$ cat src/rtl/imul_rr_sched_pkg.sv
// imul_sched_pkg: shared types and widths for the round-robin multiplier scheduler.
//   sched_state_e   : scheduler FSM state encoding
//   IMUL_REQ_NBITS  : request message width, {a[63:32], b[31:0]}
//   IMUL_RESP_NBITS : product width
package imul_sched_pkg;

  localparam int IMUL_REQ_NBITS  = 64;
  localparam int IMUL_RESP_NBITS = 32;

  typedef enum logic [1:0] {
    IDLE = 2'd0,
    SEND = 2'd1,
    WAIT = 2'd2,
    RESP = 2'd3
  } sched_state_e;

endpackage

$ cat src/rtl/imul_rr_sched_if.sv
// imul_rr_sched_if: bundles the requester-side streams and the multiplier-side
// handshake of the scheduler.
//   istream_* : NREQS request channels (val/rdy, 64-bit message each, packed)
//   ostream_* : NREQS response valids/readies, one shared 32-bit product bus
//   mul_req_* : request channel to the shared multiplier
//   mul_resp_*: product channel from the shared multiplier
// Modports: slave = the scheduler, master = the surrounding environment.
interface imul_rr_sched_if #(
  parameter int NREQS = 2
);
  import imul_sched_pkg::*;

  logic [NREQS-1:0]                istream_val;
  logic [NREQS-1:0]                istream_rdy;
  logic [IMUL_REQ_NBITS*NREQS-1:0] istream_msg;
  logic [NREQS-1:0]                ostream_val;
  logic [NREQS-1:0]                ostream_rdy;
  logic [IMUL_RESP_NBITS-1:0]      ostream_msg;
  logic                            mul_req_val;
  logic                            mul_req_rdy;
  logic [IMUL_REQ_NBITS-1:0]       mul_req_msg;
  logic                            mul_resp_val;
  logic                            mul_resp_rdy;
  logic [IMUL_RESP_NBITS-1:0]      mul_resp_msg;

  modport slave (
    input  istream_val, istream_msg, ostream_rdy,
    input  mul_req_rdy, mul_resp_val, mul_resp_msg,
    output istream_rdy, ostream_val, ostream_msg,
    output mul_req_val, mul_req_msg, mul_resp_rdy
  );

  modport master (
    output istream_val, istream_msg, ostream_rdy,
    output mul_req_rdy, mul_resp_val, mul_resp_msg,
    input  istream_rdy, ostream_val, ostream_msg,
    input  mul_req_val, mul_req_msg, mul_resp_rdy
  );

endinterface

$ cat src/rtl/imul_rr_sched_arb.sv
// imul_rr_arb: combinational round-robin picker.
//   req       : request vector
//   ptr       : index holding highest priority; search runs ptr, ptr+1, ... mod NREQS
//   grant_oh  : one-hot grant (zero when nothing requests)
//   grant_idx : index of the granted requester
//   any       : at least one request present
module imul_rr_arb #(
  parameter int NREQS = 2,
  parameter int PTRW  = $clog2(NREQS)
) (
  input  logic [NREQS-1:0] req,
  input  logic [PTRW-1:0]  ptr,
  output logic [NREQS-1:0] grant_oh,
  output logic [PTRW-1:0]  grant_idx,
  output logic             any
);

  // ptr is always < NREQS, so a single conditional subtract implements the modulo.
  function automatic logic [PTRW-1:0] rot_idx(input logic [PTRW-1:0] p, input int k);
    int s;
    s = int'(p) + k;
    if (s >= NREQS) s = s - NREQS;
    return PTRW'(s);
  endfunction

  // Scan from lowest to highest priority; the last hit (closest to ptr) wins.
  always_comb begin
    logic [PTRW-1:0] c;
    grant_oh  = '0;
    grant_idx = '0;
    any       = 1'b0;
    c         = '0;
    for (int k = NREQS - 1; k >= 0; k--) begin
      c = rot_idx(ptr, k);
      if (req[c]) begin
        grant_oh    = '0;
        grant_oh[c] = 1'b1;
        grant_idx   = c;
        any         = 1'b1;
      end
    end
  end

endmodule

$ cat src/rtl/imul_rr_sched.sv
// imul_rr_sched: shares one iterative 32x32->32 multiplier among NREQS requesters
// with round-robin fairness; one transaction in flight at a time.
//   clk, reset : clock, asynchronous active-high reset
//   io (slave) : requester streams and multiplier handshake (imul_rr_sched_if)
//   perf_grants: per-requester saturating grant counters, 16 bits each
//                (present only with IMUL_RR_SCHED_PERF_EN defined)
//
// state | meaning
// IDLE  | arbitrate; accept the granted request and latch its operands
// SEND  | present held operands to the multiplier until accepted
// WAIT  | wait for the product and latch it
// RESP  | present product to the owner until accepted; advance pointer
module imul_rr_sched
  import imul_sched_pkg::*;
#(
  parameter int NREQS = 2,
  parameter int PTRW  = $clog2(NREQS)
) (
  input  logic                   clk,
  input  logic                   reset,
  imul_rr_sched_if.slave         io
`ifdef IMUL_RR_SCHED_PERF_EN
  ,
  output logic [16*NREQS-1:0]    perf_grants
`endif
);

  sched_state_e               state_q, state_d;
  logic [PTRW-1:0]            ptr_q, ptr_d;
  logic [PTRW-1:0]            owner_q, owner_d;
  logic [IMUL_REQ_NBITS-1:0]  msg_q, msg_d;
  logic [IMUL_RESP_NBITS-1:0] prod_q, prod_d;

  logic [NREQS-1:0]           grant_oh;
  logic [PTRW-1:0]            grant_idx;
  logic                       grant_any;
  logic [IMUL_REQ_NBITS-1:0]  grant_msg;
  logic [PTRW-1:0]            owner_next;

  imul_rr_arb #(
    .NREQS (NREQS),
    .PTRW  (PTRW)
  ) u_arb (
    .req       (io.istream_val),
    .ptr       (ptr_q),
    .grant_oh  (grant_oh),
    .grant_idx (grant_idx),
    .any       (grant_any)
  );

  always_comb begin
    grant_msg = '0;
    for (int i = 0; i < NREQS; i++) begin
      if (grant_oh[i]) grant_msg = io.istream_msg[i*IMUL_REQ_NBITS +: IMUL_REQ_NBITS];
    end
  end

  // The requester just served drops to lowest priority.
  assign owner_next = (owner_q == PTRW'(NREQS - 1)) ? '0 : owner_q + PTRW'(1);

  always_ff @(posedge clk or posedge reset) begin
    if (reset) begin
      state_q <= IDLE;
      ptr_q   <= '0;
      owner_q <= '0;
      msg_q   <= '0;
      prod_q  <= '0;
    end else begin
      state_q <= state_d;
      ptr_q   <= ptr_d;
      owner_q <= owner_d;
      msg_q   <= msg_d;
      prod_q  <= prod_d;
    end
  end

  always_comb begin
    state_d         = state_q;
    ptr_d           = ptr_q;
    owner_d         = owner_q;
    msg_d           = msg_q;
    prod_d          = prod_q;
    io.istream_rdy  = '0;
    io.ostream_val  = '0;
    io.mul_req_val  = 1'b0;
    io.mul_resp_rdy = 1'b0;
    case (state_q)
      IDLE: begin
        io.istream_rdy = grant_oh;
        if (grant_any) begin
          msg_d   = grant_msg;
          owner_d = grant_idx;
          state_d = SEND;
        end
      end
      SEND: begin
        io.mul_req_val = 1'b1;
        if (io.mul_req_rdy) state_d = WAIT;
      end
      WAIT: begin
        io.mul_resp_rdy = 1'b1;
        if (io.mul_resp_val) begin
          prod_d  = io.mul_resp_msg;
          state_d = RESP;
        end
      end
      RESP: begin
        io.ostream_val[owner_q] = 1'b1;
        if (io.ostream_rdy[owner_q]) begin
          ptr_d   = owner_next;
          state_d = IDLE;
        end
      end
      default: state_d = IDLE;
    endcase
  end

  // Registers reset to zero, so both buses read 0 in reset and stay stable while held.
  assign io.mul_req_msg = msg_q;
  assign io.ostream_msg = prod_q;

`ifdef IMUL_RR_SCHED_PERF_EN
  logic [15:0] perf_q [NREQS];

  always_ff @(posedge clk or posedge reset) begin
    if (reset) begin
      for (int i = 0; i < NREQS; i++) perf_q[i] <= '0;
    end else if (state_q == IDLE && grant_any && perf_q[grant_idx] != 16'hFFFF) begin
      perf_q[grant_idx] <= perf_q[grant_idx] + 16'd1;
    end
  end

  for (genvar g = 0; g < NREQS; g++) begin : g_perf
    assign perf_grants[16*g +: 16] = perf_q[g];
  end
`endif

`ifndef SYNTHESIS
  function automatic string line_trace();
    string s;
    s = "";
    for (int i = 0; i < NREQS; i++) begin
      s = {s, $sformatf("%b%b/%b%b ", io.istream_val[i], io.istream_rdy[i],
                        io.ostream_val[i], io.ostream_rdy[i])};
    end
    s = {s, $sformatf("%s o%0d", state_q.name(), owner_q)};
`ifdef IMUL_RR_SCHED_PERF_EN
    for (int i = 0; i < NREQS; i++) s = {s, $sformatf(" g%0d=%0d", i, perf_q[i])};
`endif
    return s;
  endfunction
`endif

endmodule

$ cat src/flat_wrapper.sv
// flat-port wrapper written by rule: the top's interface ports become plain ports
module imul_rr_sched_flat import imul_sched_pkg::*;
#(
  parameter int NREQS = 2,
  parameter int PTRW  = $clog2(NREQS)
)
  (clk, reset, io_istream_val, io_istream_msg, io_ostream_rdy, io_mul_req_rdy, io_mul_resp_val, io_mul_resp_msg, io_istream_rdy, io_ostream_val, io_ostream_msg, io_mul_req_val, io_mul_req_msg, io_mul_resp_rdy);
  imul_rr_sched_if #(.NREQS(NREQS)) io_i ();
  input  logic clk;
  input  logic reset;
  input wire logic [$bits(io_i.istream_val)-1:0] io_istream_val;
  input wire logic [$bits(io_i.istream_msg)-1:0] io_istream_msg;
  input wire logic [$bits(io_i.ostream_rdy)-1:0] io_ostream_rdy;
  input wire logic [$bits(io_i.mul_req_rdy)-1:0] io_mul_req_rdy;
  input wire logic [$bits(io_i.mul_resp_val)-1:0] io_mul_resp_val;
  input wire logic [$bits(io_i.mul_resp_msg)-1:0] io_mul_resp_msg;
  output wire logic [$bits(io_i.istream_rdy)-1:0] io_istream_rdy;
  output wire logic [$bits(io_i.ostream_val)-1:0] io_ostream_val;
  output wire logic [$bits(io_i.ostream_msg)-1:0] io_ostream_msg;
  output wire logic [$bits(io_i.mul_req_val)-1:0] io_mul_req_val;
  output wire logic [$bits(io_i.mul_req_msg)-1:0] io_mul_req_msg;
  output wire logic [$bits(io_i.mul_resp_rdy)-1:0] io_mul_resp_rdy;
  assign io_i.istream_val = io_istream_val;
  assign io_i.istream_msg = io_istream_msg;
  assign io_i.ostream_rdy = io_ostream_rdy;
  assign io_i.mul_req_rdy = io_mul_req_rdy;
  assign io_i.mul_resp_val = io_mul_resp_val;
  assign io_i.mul_resp_msg = io_mul_resp_msg;
  assign io_istream_rdy = io_i.istream_rdy;
  assign io_ostream_val = io_i.ostream_val;
  assign io_ostream_msg = io_i.ostream_msg;
  assign io_mul_req_val = io_i.mul_req_val;
  assign io_mul_req_msg = io_i.mul_req_msg;
  assign io_mul_resp_rdy = io_i.mul_resp_rdy;
  imul_rr_sched #(.NREQS(NREQS), .PTRW(PTRW)) u_core (.clk(clk), .reset(reset), .io(io_i));
endmodule
$ cat config.mk
export PLATFORM = sky130hd
export DESIGN_NAME = imul_rr_sched_flat
export DESIGN_NICKNAME = d
export VERILOG_FILES = /design/src/rtl/imul_rr_sched_pkg.sv /design/src/rtl/imul_rr_sched_if.sv /design/src/rtl/imul_rr_sched_arb.sv /design/src/rtl/imul_rr_sched.sv /design/src/flat_wrapper.sv
export SDC_FILE = /design/constraint.sdc
export NUM_CORES = 1
export LEC_CHECK = 0
export CAP_MARGIN = 20
export CORE_AREA = 2 2 147 113
export CTS_CLUSTER_DIAMETER = 150
export DETAILED_ROUTE_END_ITERATION = 10
export DIE_AREA = 0 0 149 115
export GPL_TIMING_DRIVEN = 0
export HOLD_SLACK_MARGIN = 0.02
export PLACE_DENSITY = 0.62
export SLEW_MARGIN = 20
export SYNTH_ARGS = -nofsm -noshare
export SYNTH_HDL_FRONTEND = slang
export SYNTH_HIERARCHICAL = 1
export SYNTH_SLANG_ARGS = --single-unit
$ cat constraint.sdc
create_clock -name clk -period 4.1 [get_ports clk]
set_input_delay 0.615 -clock clk [delete_from_list [all_inputs] [get_ports clk]]
set_output_delay 0.615 -clock clk [all_outputs]
set_load 0.02 [all_outputs]
# [Yosys cells after proc, flatten, opt, wreduce, memory -nomap -nowiden]
# Cells that the tools add are included.
# Widths: inputs -> output; s select.
[word_totals] regBits=100 in_bits=168 out_inout_bits=102 word_cells=64
[op_classes] reduce_logical=8 mux=32 addsub=4 eq_ne=7 order_cmp=8
[ops] op="$mux 64" n=2
[ops] op="$mux 1" n=18
[ops] op="$mux 2" n=8
[ops] op="$pmux 2 s4" n=1
[ops] op="$lt 1x2->1 const B" n=3
[ops] op="$reduce_and 2->1" n=3
[ops] op="$eq 2x2->1 const B" n=2
[ops] op="$ne 2x1->1 const B" n=2
[ops] op="$ne 2x2->1 const B" n=2
[ops] op="$reduce_and 4->1" n=1
[ops] op="$demux 1 s1" n=3
[ops] op="$ge 1x1->1 const B" n=3
[ops] op="$logic_and 1x1->1" n=3
[ops] op="$add 1x1->2 const B" n=1
[ops] op="$eq 2x1->1 const B" n=1
[ops] op="$ge 1x2->1 const B" n=1
[ops] op="$ge 2x2->1 const B" n=1
[ops] op="$logic_not 2->1" n=1
[ops] op="$sub 1x1->1 const B" n=2
[ops] op="$add 1x1->1 const B" n=1

# [Logic depth before layout (Yosys ltp)]
# Gate-level depths: netlist (run 1).
[depth] depth_word=11 ltp_mapped=8 ltp_nobuf=5

# [Cells and area by module]
# The synthesis (run 1) kept the hierarchy.
[by_module_without_submodules] mod="imul_rr_sched" instances=1 cells_per_inst=385 area_each_um2=4262.8
[by_module_without_submodules] mod="imul_rr_arb" instances=1 cells_per_inst=5 area_each_um2=32.5

# [Least setup slack after synthesis (run 1)]
# OpenSTA, ideal clock, no wires.
[synth_path] path_kind="input to output" from="in io_istream_val[1]" to="out io_istream_rdy[1]" n_path_buf=3 required_time_ns=3.485 setup_slack_ns=1.881 stages=5 arrival_time_ns=1.604 path_cell_list="a21boi_1 > buf_4 > clkbuf_1 > buf_2 > and2_1"
[synth_via] elab_chain_len=5
[synth_rtl] item="start, declared" line_no="flat_wrapper.sv:11" rtl="input wire logic [$bits(io_i.istream_val)-1:0] io_istream_val;"
[synth_rtl] item="$mux 1 (implied by the code) (2 in series)" line_no="imul_rr_sched_arb.sv:35" rtl="if (req[c]) begin"
[synth_rtl] item="$mux 2" line_no="imul_rr_sched_arb.sv:35"
[synth_rtl] item="$mux 2 *" line_no="imul_rr_sched_arb.sv:35"
[synth_rtl] item="named net u_core.grant_oh[1]" line_no="imul_rr_sched.sv:34" rtl="logic [NREQS-1:0] grant_oh;"
[synth_rtl] item="$mux 2 *" line_no="imul_rr_sched.sv:87" rtl="case (state_q)"
[synth_rtl] item="end, declared" line_no="flat_wrapper.sv:17" rtl="output wire logic [$bits(io_i.istream_rdy)-1:0] io_istream_rdy;"
# Mark *: on every way through the listed nets, which the timed path passes. The rest lies on a longest branch. The select of a mux whose other input is x is not followed.

# [Final worst setup path (run 1)]
# Same ends and word-level chain as after synthesis.

==> flow_summary.toml, run 1 <==
[status]
status = "finished clean"

[placement]
place_congestion = 0.728
dpl.hpwl_mm = 11.3
place_ws_ps = 378
io_buffers = 269

[min_path]
hp-start = "u_core/io.ostream_msg[10]"
whs_endpoint = "u_core/io.ostream_msg[10]"
hp-class = "flip-flop to flip-flop"
holdPathStages = 1

[timing]
rsz0062_at_grt = "no"
setup_tns_ps = 0
fin_crit_sh_pct = 89.2
fin_ws_ps = 444
timing.fmax_mhz = 274
tightest_slew_ps = 666
setup_violations = 0
max_slew_margin_pct = 55.6
period_needed_ps = 3660
fin_skew_ps = 3.81
slew_viol_final = 0
fin_hold_ws_ps = 493
hold_violations = 0

[synth]
synth_ff_type = "dfrtp_1"
syn_nets = 563
synth.largest_area_cell = "dfrtp_1"
yosysMostFrequentCell = "dfrtp_1"
synth_common_cells = "100 x dfrtp_1, 65 x nor2_1, 63 x a21oi_1"
synthArstFlopShare_pct = 100
synth.ff_latch_count = 100
synth-edff-count = 0
syn_avg_cell_area_um2 = 11.0
ys_top_cells_by_area = "dfrtp_1 58%, a22oi_1 11%, a21oi_1 7.3%"
postSynthCellCount = 390
synthesis.area_um2 = 4300
yosysWarnings = 6
ys_types = 24
ys_seq_area_share_pct = 58.3
yosysTopAreaCellShare_pct = 58.3

[clock_tree]
hold_buffers = 0
clkTransAtPathRegs_ps = 70
cts_sinks = 100
clockRootBuffer = "clkbuf_16"
post_cts_buffers = 0
insertion_delay_ps = 340
post_cts_resized = 0
numCtsBuffers = 9
h-tree-depth = 3
tritoncts = "done"
clockBufferDepth = 2

[drt]
vias = 4082
drc = 0
drt_pass1_iterations = 6
ant_nets = 0
vias_per_cell = 4.61
first_iter_violations = 136
wirelength_mm = 14.5
wire_per_inst_um = 16.4

[critical_path]
cp_cell_sequence = "clkdlybuf4s50_1, a21boi_1, buf_4, clkbuf_1, buf_2, and2_1, clkdlybuf4s50_1"
worst_setup_path_end_kind = "output pin"
path_class = "primary input to output pin"
cpMostUsedCell = "clkdlybuf4s50_1"
crit_path_start_kind = "primary input"
cp_slowest_stage_delay_ps = 620
slowest_stage = "clkdlybuf4s50_1"
reg2reg_depth = 6
arrival_ps = 3040
rr_endpoint = "u_core/io.mul_req_msg[13]"
r2r_start = "u_core/state_q[0]"
rrSetupSlack_ps = 1930
cp_max_fo = 10
required_ps = 3480

[finish]
antenna_cells = 0
drive_gt1_share_pct = 7.10
synthToLayoutAreaGrowth_pct = 76.6
fin_nets = 844
fill_cells = 1497

[run]
cap_viol_max_count = 0

[global_route]
grt_pass1_wl_mm = 22.2
antenna_found_initial = 0
grt_pass1_vias = 4134
grt.overflow.total = 0
grtUsageTotal_pct = 16.6
grt_max_degree = 54

[floorplanning]
die_y_um = 115
die_w_um = 149
coreArea_um2 = 15700
rows = 40
initial_core_util_pct = 27.3
die-area_um2 = 17100
io_pins = 270

[power_and_ir_drop]
total_leakage_power_nw = 3.04
ir_drop_uv = 299
power.total_mw = 5.69
p_per_area_nw_per_um2 = 750
state kept, by name, indices dropped and copies added, names as in the netlist:
register               flops
u_core/io.mul_req_msg     64
u_core/io.ostream_msg     32
u_core/state_q             2
u_core/owner_q             1
u_core/ptr_q               1
how the worst max path moves through the flow:
stage	startpoint	endpoint	slack [ps]	cells after the start
floorplan	reset	u_core/io.mul_req_msg[0]	870	1
global placement	reset	u_core/io.mul_req_msg[20]	-740	2
detailed placement	io_istream_val[1]	io_istream_rdy[1]	380	7
CTS	io_istream_val[1]	io_istream_rdy[1]	370	7
global route	io_istream_val[1]	io_istream_rdy[1]	280	7
finish	io_istream_val[1]	io_istream_rdy[1]	440	7
layer usage:
layer | vias up | global-route usage (%) | wire, µm
met4 | 0 | 5.40 | 254
met1 | 1968 | 21.7 | 6460
met3 | 19 | 3.93 | 913
met5 | - | 0 | 0
met2 | 146 | 27.3 | 6920
li1 | 1949 | - | -
kinds of logic (layout without fill, tap and decap cells):
kind of cell / count (synthesis) / in the layout / synth area share [%]
AO/OA/AOI/OAI: 131 / 131 / 19.3
flip-flops: 100 / 100 / 58.3
AND/OR/NAND/NOR: 82 / 82 / 8.01
multiplexers: 36 / 36 / 9.38
buffers and inverters: 36 / 322 / 3.61
adder cells (fa/ha/maj): 5 / 5 / 1.46
final cells by class:
cell class	instances	area, µm²	area share [%]
Inverter	4	20.0	0.264
Multi-Input combinational cell	254	1640	21.6
Timing Repair Buffer	270	2720	35.9
Sequential cell	100	2500	33.0
Clock inverter	5	60.1	0.792
Buffer	32	140	1.85
Clock buffer	11	243	3.20
Tap cell	210	263	3.46
through the flow:
stage	std cells	cell area (µm²)	utilization, %
6_report	886	7590	48.3
5_1_grt	886	7590	48.3
4_1_cts	886	7590	48.3
3_5_place_dp	870	7280	46.3
3_3_place_gp	869	7250	46.1
2_1_floorplan	390	4300	-
critical path: cells and delay by family:
family                 cells  cell delay, ps
AOI/OAI and AO/OA          1             200
and+or+nand+nor            1             150
buffers and inverters      5            2070
cell usage in the layout, fill, tap and decap left out, types with 3 or more instances in the layout:
master           instances
nand2_1                  5
clkbuf_16                9
a22oi_1                 62
nor2_1                  65
buf_2                   13
a21oi_1                 63
dfrtp_1                100
clkdlybuf4s50_1        269
clkbuf_1                11
mux2_1                  20
and2_1                   3
inv_1                    3
ha_1                     5
buf_1                    8
mux2_2                  14
nor2b_1                  4
power breakdown:
group / switching (mW) / internal [mW]
combinational: 1.58 / 1.46
clock: 0.374 / 0.493
sequential: 0.277 / 1.51
total: 2.23 / 3.46
No activity file was read; power rests on OpenSTA's default activity.
==> run 2, diff against run 1 <==
PLACE_DENSITY = not set   (was 0.62)
==> flow_summary.toml, run 2 (same netlist as run 1, synthesis figures left out) <==
[global_route]
antenna_found_initial = 0
grt_pass1_wl_mm = 23.0
grt.overflow.total = 0
grt_pass1_vias = 4405
grtUsageTotal_pct = 17.3
grt_max_degree = 62

[critical_path]
required_ps = 3480
arrival_ps = 3140
rrSetupSlack_ps = 1920
crit_family = "buffers and inverters"
worst_setup_path_end_kind = "output pin"
slowest_stage = "clkdlybuf4s50_1"
critical_path_buf_inv_count = 5
cpMostUsedCell = "clkdlybuf4s50_1"
cp_slowest_stage_delay_ps = 610
reg2reg_depth = 6
rr_endpoint = "u_core/io.mul_req_msg[3]"
crit_path_start_kind = "primary input"
path_class = "primary input to output pin"
cp_max_fo = 10
r2r_start = "u_core/state_q[0]"
cp_cell_sequence = "clkdlybuf4s50_1, a21boi_1, buf_4, clkbuf_1, buf_2, and2_1, clkdlybuf4s50_1"

[run]
cap_viol_max_count = 0

[power_and_ir_drop]
total_leakage_power_nw = 3.05
ir_drop_uv = 325
p_per_area_nw_per_um2 = 754

[placement]
place_congestion = 0.736
dpl.hpwl_mm = 11.5
dp.cells = 870
postPlaceCellArea_um2 = 7280
io_buffers = 269

[timing]
fin_crit_sh_pct = 91.7
setup_violations = 0
fin_skew_ps = 7.13
tightest_slew_ps = 675
slew_viol_final = 0
period_needed_ps = 3760
max_slew_margin_pct = 55.0
hold_violations = 0
timing.fmax_mhz = 266
rsz0062_at_grt = "no"

[finish]
fin_nets = 844
largest_reg_flops = 64
stdcell_area_um2 = 7600
layout_common_cells = "269 x clkdlybuf4s50_1, 100 x dfrtp_1, 65 x nor2_1, 63 x a21oi_1, 62 x a22oi_1"
synthToLayoutAreaGrowth_pct = 77.0
stdcell_count = 886
antenna_cells = 0
final_common_cell = "clkdlybuf4s50_1"
drive_gt1_share_pct = 7.25

[drt]
drt_pass1_iterations = 4
first_iter_violations = 172
wirelength_mm = 14.9
wire_per_inst_um = 16.8
ant_nets = 0
vias = 4111
vias_per_cell = 4.64
drc = 0

[clock_tree]
h-tree-depth = 3
hold_buffers = 0
post_cts_buffers = 0
cts_sinks = 100
post_cts_resized = 0
tritoncts = "done"
clockRootBuffer = "clkbuf_16"
clockBufferDepth = 2
numCtsBuffers = 9
clkTransAtPathRegs_ps = 70
insertion_delay_ps = 340

[status]
status = "finished clean"

[floorplanning]
io_pins = 270
die_w_um = 149
die_y_um = 115
coreArea_um2 = 15700
rows = 40
die-area_um2 = 17100
initial_core_util_pct = 27.3

[min_path]
hp-start = "u_core/io.ostream_msg[25]"
holdPathStages = 1
whs_endpoint = "u_core/io.ostream_msg[25]"
hp-class = "flip-flop to flip-flop"
-- run 2: changes by cell type in the layout (fill, tap and decap cells not counted), sizes merged --
cell and change:
clkbuf +1, clkinv -1
-- run 2: how the worst max path moves through the flow --
stage | startpoint | to | slack, ps | depth (start not counted)
final | io_istream_val[1] | io_istream_rdy[1] | 340 | 7
after CTS | io_istream_val[1] | io_istream_rdy[1] | 320 | 7
after detailed placement | io_istream_val[1] | io_istream_rdy[1] | 330 | 7
after global routing | io_istream_val[1] | io_istream_rdy[1] | 180 | 7
after floorplan | reset | u_core/io.mul_req_msg[0] | 870 | 1
after global placement | reset | u_core/io.mul_req_msg[22] | -760 | 2
-- run 2: routing by layer --
layer / up-vias / GRT usage [%] / routed length (µm) / part of all wire [%]
met5: - / 0 / 0 / 0
met4: 0 / 5.59 / 193 / 1.3
met3: 15 / 5.56 / 1160 / 7.8
met2: 161 / 28.8 / 7100 / 48
met1: 1979 / 21.5 / 6440 / 43
li1: 1956 / - / - / -
-- run 2: layout make-up --
type / count / area (µm²)
multi-input cells: 254 / 1640
clock buffers: 12 / 267
well taps: 210 / 263
repair buffers: 270 / 2720
fillers: 1492 / 8110
clock inverters: 4 / 55.1
inverters: 4 / 20.0
flip-flops and latches: 100 / 2500
plain buffers: 32 / 140
-- run 2: per-stage QoR --
step / hold slack (ps) / setup slack (ps) / power [mW] / utilization (%) / TNS (ps)
final: 491 / 342 / 5.74 / 48.4 / 0
after CTS: 496 / 325 / 5.82 / 48.4 / 0
after detailed placement: 483 / 331 / 4.88 / 46.3 / 0
after global placement: 473 / -755 / 4.79 / 46.1 / -74530
after floorplan: 488 / 866 / 3.32 / - / 0
after global routing: 503 / 185 / 6.11 / 48.4 / 0
-- run 2: where the power goes --
part           total [mW]  internal [mW]  switching, mW
logic                3.05           1.46           1.59
registers            1.79           1.51          0.278
clock network       0.899          0.527          0.373
==> run 3, diff against run 2 <==
CORE_AREA = 2 2 158 121   (was 2 2 147 113)
DIE_AREA = 0 0 160 123   (was 0 0 149 115)
==> flow_summary.toml, run 3 (same netlist as run 1, synthesis figures left out) <==
[status]
status = "finished clean"

[min_path]
hp-start = "u_core/io.ostream_msg[25]"
holdPathStages = 1
hp-class = "flip-flop to flip-flop"
whs_endpoint = "u_core/io.ostream_msg[25]"

[timing]
slew_viol_final = 0
rsz0062_at_grt = "no"
tightest_slew_ps = 680
timing.fmax_mhz = 273
hold_violations = 0
fin_crit_sh_pct = 89.3
period_needed_ps = 3660
max_slew_margin_pct = 54.6
setup_tns_ps = 0
fin_ws_ps = 439
fin_skew_ps = 7.52
setup_violations = 0

[power_and_ir_drop]
total_leakage_power_nw = 3.04
p_per_area_nw_per_um2 = 751
ir_drop_uv = 272
power.total_mw = 5.73

[clock_tree]
clkTransAtPathRegs_ps = 60
h-tree-depth = 3
cts_sinks = 100
numCtsBuffers = 9
clockBufferDepth = 2
insertion_delay_ps = 340
tritoncts = "done"
post_cts_resized = 0
post_cts_buffers = 0
hold_buffers = 0
clockRootBuffer = "clkbuf_16"

[floorplanning]
rows = 43
die_w_um = 160
coreArea_um2 = 18200
initial_core_util_pct = 23.6
die_y_um = 123
die-area_um2 = 19700
io_pins = 270

[finish]
regArea_um2 = 2500
fill_cells = 1739
drive_gt1_share_pct = 7.11
fin_nets = 844
synthToLayoutAreaGrowth_pct = 77.6
layout_common_cells = "269 x clkdlybuf4s50_1, 100 x dfrtp_1, 65 x nor2_1, 63 x a21oi_1, 62 x a22oi_1"
final_common_cell = "clkdlybuf4s50_1"
antenna_cells = 0
largest_reg_flops = 64
multiInputGateArea_um2 = 1640

[critical_path]
cp_max_fo = 10
path_class = "primary input to output pin"
r2r_start = "u_core/ptr_q"
rr_endpoint = "u_core/io.mul_req_msg[63]"
rrSetupSlack_ps = 1830
reg2reg_depth = 6
worst_setup_path_end_kind = "output pin"
required_ps = 3480
arrival_ps = 3050
crit_path_start_kind = "primary input"

[drt]
vias_per_cell = 4.46
first_iter_violations = 212
ant_nets = 0
vias = 4116
wire_per_inst_um = 16.8
drt_pass1_iterations = 4
drc = 0
wirelength_mm = 15.5

[run]
cap_viol_max_count = 0

[global_route]
grt_pass1_wl_mm = 23.9
grt_pass1_vias = 4425
grtUsageTotal_pct = 15.7
antenna_found_initial = 0
grt_max_degree = 76
grt.overflow.total = 0

[placement]
place_ws_ps = 439
dpl.hpwl_mm = 12.0
io_buffers = 269
place_congestion = 0.830
run 3: worst max-delay path, cell delays in order:
cell and delay, ps:
clkdlybuf4s50_1 490, a21boi_1 220, buf_4 180, clkbuf_1 450
buf_2 330, and2_1 150, clkdlybuf4s50_1 590
run 3: worst max-delay path by stage:
stage | start | to | slack, ps | cells after the start
finish | io_istream_val[1] | io_istream_rdy[1] | 440 | 7
global route | io_istream_val[1] | io_istream_rdy[1] | 320 | 7
CTS | io_istream_val[1] | io_istream_rdy[1] | 430 | 7
detailed placement | io_istream_val[1] | io_istream_rdy[1] | 440 | 7
global placement | reset | u_core/io.mul_req_msg[21] | -630 | 2
floorplan | reset | u_core/io.mul_req_msg[0] | 870 | 1
run 3: final cells by class:
type | instances | area share, %
plain buffers | 32 | 1.84
clock inverters | 5 | 0.787
well taps | 247 | 4.05
clock buffers | 10 | 3.13
multi-input cells | 254 | 21.5
inverters | 4 | 0.262
flip-flops and latches | 100 | 32.8
repair buffers | 270 | 35.7
run 3: per-stage QoR:
step | instance area [µm²] | hold WS [ps] | std cells | util, %
floorplan | 4300 | 488 | 390 | -
global placement | 7300 | 473 | 906 | 40.1
global route | 7630 | 501 | 922 | 41.9
detailed placement | 7330 | 481 | 907 | 40.3
finish | 7630 | 490 | 922 | 41.9
CTS | 7630 | 498 | 922 | 41.9
run 3: power breakdown:
part	internal, mW	switching (mW)
combinational	1.46	1.61
clock	0.490	0.375
sequential	1.51	0.279
run 3: metal layers:
layer,track usage (%),up-vias,part of all wire [%]
li1,-,1946,-
met1,18.9,1962,43
met2,27.1,194,49
met3,5.13,14,7.3
met4,4.84,0,1.5
met5,0,-,0
